File: config.mk
export PLATFORM = sky130hd
export DESIGN_NAME = status_reg
export DESIGN_NICKNAME = d
export VERILOG_FILES = /design/src/rtl/status_reg_pkg.sv /design/src/rtl/status_reg.sv
export SDC_FILE = /design/constraint.sdc
export NUM_CORES = 1
export LEC_CHECK = 0
export BUFFER_PORTS_ARGS = -buffer_cell sky130_fd_sc_hd__buf_2
export CORE_AREA = 2 2 39 41
export CTS_BUF_LIST = sky130_fd_sc_hd__clkbuf_4
export DETAILED_ROUTE_END_ITERATION = 10
export DIE_AREA = 0 0 41 43
export SLEW_MARGIN = 10
export SYNTH_ARGS = -nofsm -noshare
export SYNTH_HDL_FRONTEND = slang
export SYNTH_SLANG_ARGS = --single-unit
File: constraint.sdc
create_clock -name clk -period 1.08 [get_ports clk]
set_clock_uncertainty 0.2 [all_clocks]
set_input_delay 0.216 -clock clk [delete_from_list [all_inputs] [get_ports clk]]
set_output_delay 0.216 -clock clk [all_outputs]
set_load 0.05 [all_outputs]
File: src/rtl/status_reg_pkg.sv
// Shared CPU definitions for the processor status (flag) register.
package status_reg_pkg;

    localparam int unsigned FLAG_W = 5;

    // Fixed bit positions of the ALU condition flags
    localparam int unsigned FLAG_C = 0;
    localparam int unsigned FLAG_Z = 1;
    localparam int unsigned FLAG_N = 2;
    localparam int unsigned FLAG_V = 3;
    localparam int unsigned FLAG_P = 4;

    localparam logic [FLAG_W-1:0] STATUS_RST = 5'b00000;

    typedef struct packed {
        logic p;
        logic v;
        logic n;
        logic z;
        logic c;
    } flags_t;

endpackage : status_reg_pkg

File: src/rtl/status_reg.sv
// Processor status register: captures ALU condition flags on ld and holds them.
// The output comes straight from the flops, so flags_in has no combinational path to it.
module status_reg
    import status_reg_pkg::*;
#(
    parameter int unsigned       WIDTH     = FLAG_W,
    parameter logic [WIDTH-1:0]  RESET_VAL = WIDTH'(STATUS_RST)
) (
    input  logic             clk,
    input  logic             rst,
    input  logic             ld,
    input  logic [WIDTH-1:0] flags_in,
    output logic [WIDTH-1:0] flags_out
);

    logic [WIDTH-1:0] r_flags;

    generate
        if (WIDTH < 1) begin : g_bad_width
            $error("status_reg: WIDTH must be at least 1");
        end
    endgenerate

    // Reset dominates load; all flag bits load together
    always_ff @(posedge clk or posedge rst) begin
        if (rst) begin
            r_flags <= RESET_VAL;
        end else if (ld) begin
            r_flags <= flags_in;
        end
    end

    assign flags_out = r_flags;

endmodule : status_reg

; ---- After elaboration in Yosys (flattened, before gate mapping)
; Index checks and enable logic that the tools add are counted.
[word_totals]
wordCells = 1
out_inout_bits = 5
input_bits = 8
regBits = 5

; ---- Depth between registers and ports, before layout
[logic_depth]
depth_word = 0
depth_mapped = 1
depth_no_buf = 1

; ---- Worst setup path before layout
; No wires, ideal clock.
[synth_timing]
kind = register to register
start = reg flags_out[0] (netlist name)
end = reg r_flags[0] (netlist: flags_out[0])
synth_period_minus_slack_ns = 1.188
stages_incl_launch_ff = 2
path_slack_ns = -0.108
required_ns = 0.755
t_arrival_ns = 0.863
setup_time_ns = 0.125
path_buffers = 0
path_cell_list = dfrtp_1 -> mux2_2
[synth_lines]
columns = item, line
row1 = "end signal, assigned", status_reg.sv:29  ; r_flags <= flags_in;
row2 = "end, declared", status_reg.sv:16  ; logic [WIDTH-1:0] r_flags;

; ---- Final worst setup path
[layout_timing]
start = reg r_flags[0] (netlist: flags_out[0])
end = out flags_out[0]
[layout_lines]
columns = item, line
row1 = "end, declared", status_reg.sv:13  ; output logic [WIDTH-1:0] flags_out
; No word-level cell between the ends.

==> impl_metrics.ini <==
[status]
status = finished with violations
violations = negative setup slack

[floorplanning]
num_io_pins = 13
design.core.area_um2 = 1380
die_y_extent_um = 43
die-width_um = 41
effective_utilization_at_floorplan = 0.134
die-area_um2 = 1760
placementRows = 14

[power_and_ir_drop]
power.density_nw_per_um2 = 1780
internal_power_mw = 0.439
post-layout-total-power_mw = 0.611
seq_power_share = 0.364
p_sw_mw = 0.173
leakagePower_nw = 0.159
power_share_of_the_combinational_group = 0.251
netSwitchingFraction = 0.282
share_clk_of_total_power = 0.385
max-vdd-ir-drop_v = 0.000270

[detailed_routing]
drc_errors = 0
detail_route.iter0.violations = 0
drt-total-wl_um = 384
vias = 143
viasPerCell = 3.25
routedWlPerCell_um = 8.73
detail_route.first_pass.iterations = 1
drt.antenna.violating_nets = 0

[logic_synthesis]
mapped_area_um2 = 185
avgSynthCellArea_um2 = 16.8
synth_simple_gate_area_frac = 0
syn_nets = 19
synth-seq-area-share = 0.676
synthAdderAreaFrac = 0
synth-xor-area-share = 0
synth_seq_cells = 5
synth_top_family_by_area = multiplexers
yosys_warnings = 0
post_synthesis_cell_count = 11
fraction_of_the_mapped_netlist_area_in_compound_gates = 0
synth.mux.area_fraction = 0.304
netlist-cell-type-count = 3

[layout]
fin_nets = 37
fillers = 149
max_reg_flops = 5
layout.core_utilization = 0.248
drive_gt1_frac = 0.929
num_antenna_cells = 0
syn_to_final_growth_pct = 85.1
final_cell_count_no_fill = 44

[setup_path]
worst-path-buf-inv = 1
worst-path-max-fanout = 2
cp-startpoint = flags_out[0]
critical_path.top_delay_family = flip-flops
critPathRequiredTime_ps = 660
timing.critical_path.slowest_stage_cell = dfrtp_2
end_kind = primary output
cp_num_cells = 1
critical_path.startpoint_type = flop
critical_path.reg2reg.startpoint = flags_out[0]
reg2reg_depth = 1
cp_cell_sequence = buf_6
critPathArrivalTime_ps = 790
critPathMaxStageDelay_ps = 400
worstSetupPathType = flop to primary output

[grt]
grt_antenna_before_repair = 0
gr-usage-all-layers = 0.0555
grt_max_degree = 6
first_global_vias = 148
gr-total-overflow = 0
grt_pass1_wl_um = 524

[clocking]
number_of_buffers_added_by_the_clock_tree_synthesis_step = 3
cts.reportedPaths.clkPinSlew_ps = 40
clock_latency_ps = 230
cts_root_buffer = clkbuf_4
cts_num_sinks = 5
max_h_tree_level = 1
clk_path_buf_depth = 2
post_cts.repair.setup_buffers = 0
cts_tree = built

[hold_path]
holdCritStartpoint = flags_in[2]
worst_hold_path_cells = 2
holdCritPathClass = primary input to flop

[run]
cap_viol_max_count = 0

[timing]
report.final.setup_viol = 5
slew_violations = 0
post-route-worst-setup-slack_ps = -130
timing.slew.headroom = 0.885
timing.final.hold_violations = 0
tightest_slew_ps = 172
layout_worst_path_cycle_share = 1.12
rsz_0062_raised_after_global_routing = true
maxClockFrequency_mhz = 826
fin_crit_ps = 1210

[place]
gp_congestion = 0.494
post_place_worst_slack_ps = 53.3
place.detailed.instances = 39
count_of_input_and_output_buffers = 12
routing by layer:
metal  routed length, um  GRT usage  up-vias
met5                   0          0        -
met3                  84     0.0471        0
met4                   0     0.0800        0
li1                    -          -       70
met1                 129     0.0392       60
met2                 169     0.0688       13
cell usage after synthesis (all sizes together):
| library cell | instances | share of area |
|---|---|---|
| dfrtp | 5 | 0.68 |
| mux2 | 5 | 0.30 |
| inv | 1 | 0.020 |
metrics by stage:
| step | area [um^2] | TNS (ps) | hold slack, ps |
|---|---|---|---|
| 2_1_floorplan | 191 | -112 | -205 |
| 3_3_place_gp | 272 | 0 | -84.7 |
| 3_5_place_dp | 272 | 0 | -85.2 |
| 4_1_cts | 343 | -694 | 7.80 |
| 5_1_grt | 343 | -781 | 0.276 |
| 6_report | 343 | -608 | 17.3 |
final timing paths:
| kind | end | slack, ps |
|---|---|---|
| setup reg to reg | flags_out[0] | 100 |
| setup / recovery | flags_out[0] | -130 |
| min in group asynchronous | flags_out[1] | 210 |
| hold reg to reg | flags_out[2] | 330 |
| hold / removal | flags_out[2] | 20 |
| max in group asynchronous | flags_out[0] | 290 |
cell type report:
type | count | area, um^2 | area share
clock buffer | 4 | 30.0 | 0.0876
inverter | 1 | 3.75 | 0.0109
multi-input combinational | 5 | 56.3 | 0.164
sequential | 5 | 131 | 0.383
tap | 16 | 20.0 | 0.0584
timing repair buffer | 13 | 101 | 0.296
cells by family after synthesis:
kind of cell / Yosys count
buffers and inverters: 1
DFF: 5
muxes: 5
power by group through the flow:
stage               Combinational [mW]  Clock [mW]  Sequential, mW
finish                           0.153       0.235           0.223
detailed placement               0.129           0           0.221
global route                     0.163       0.266           0.225
floorplan                       0.0225           0           0.290
CTS                              0.155       0.252           0.223
global placement                 0.129           0           0.221
cell usage in the layout, fill, tap and decap left out:
cell           n
buf_2          7
mux2_2         5
dfrtp_2        5
buf_6          5
clkbuf_4       4
inv_1          1
dlygate4sd3_1  1
timing repair:
| action | 4_1_cts | 5_1_grt |
|---|---|---|
| endpoints found under the hold margin | 5 | 0 |
| cloned | 0 | 0 |
| resized for setup | 10 | 0 |
| hold buffers | 1 | 0 |
| setup endpoints to repair | 5 | 5 |
No activity file was read; power rests on OpenSTA's default activity.
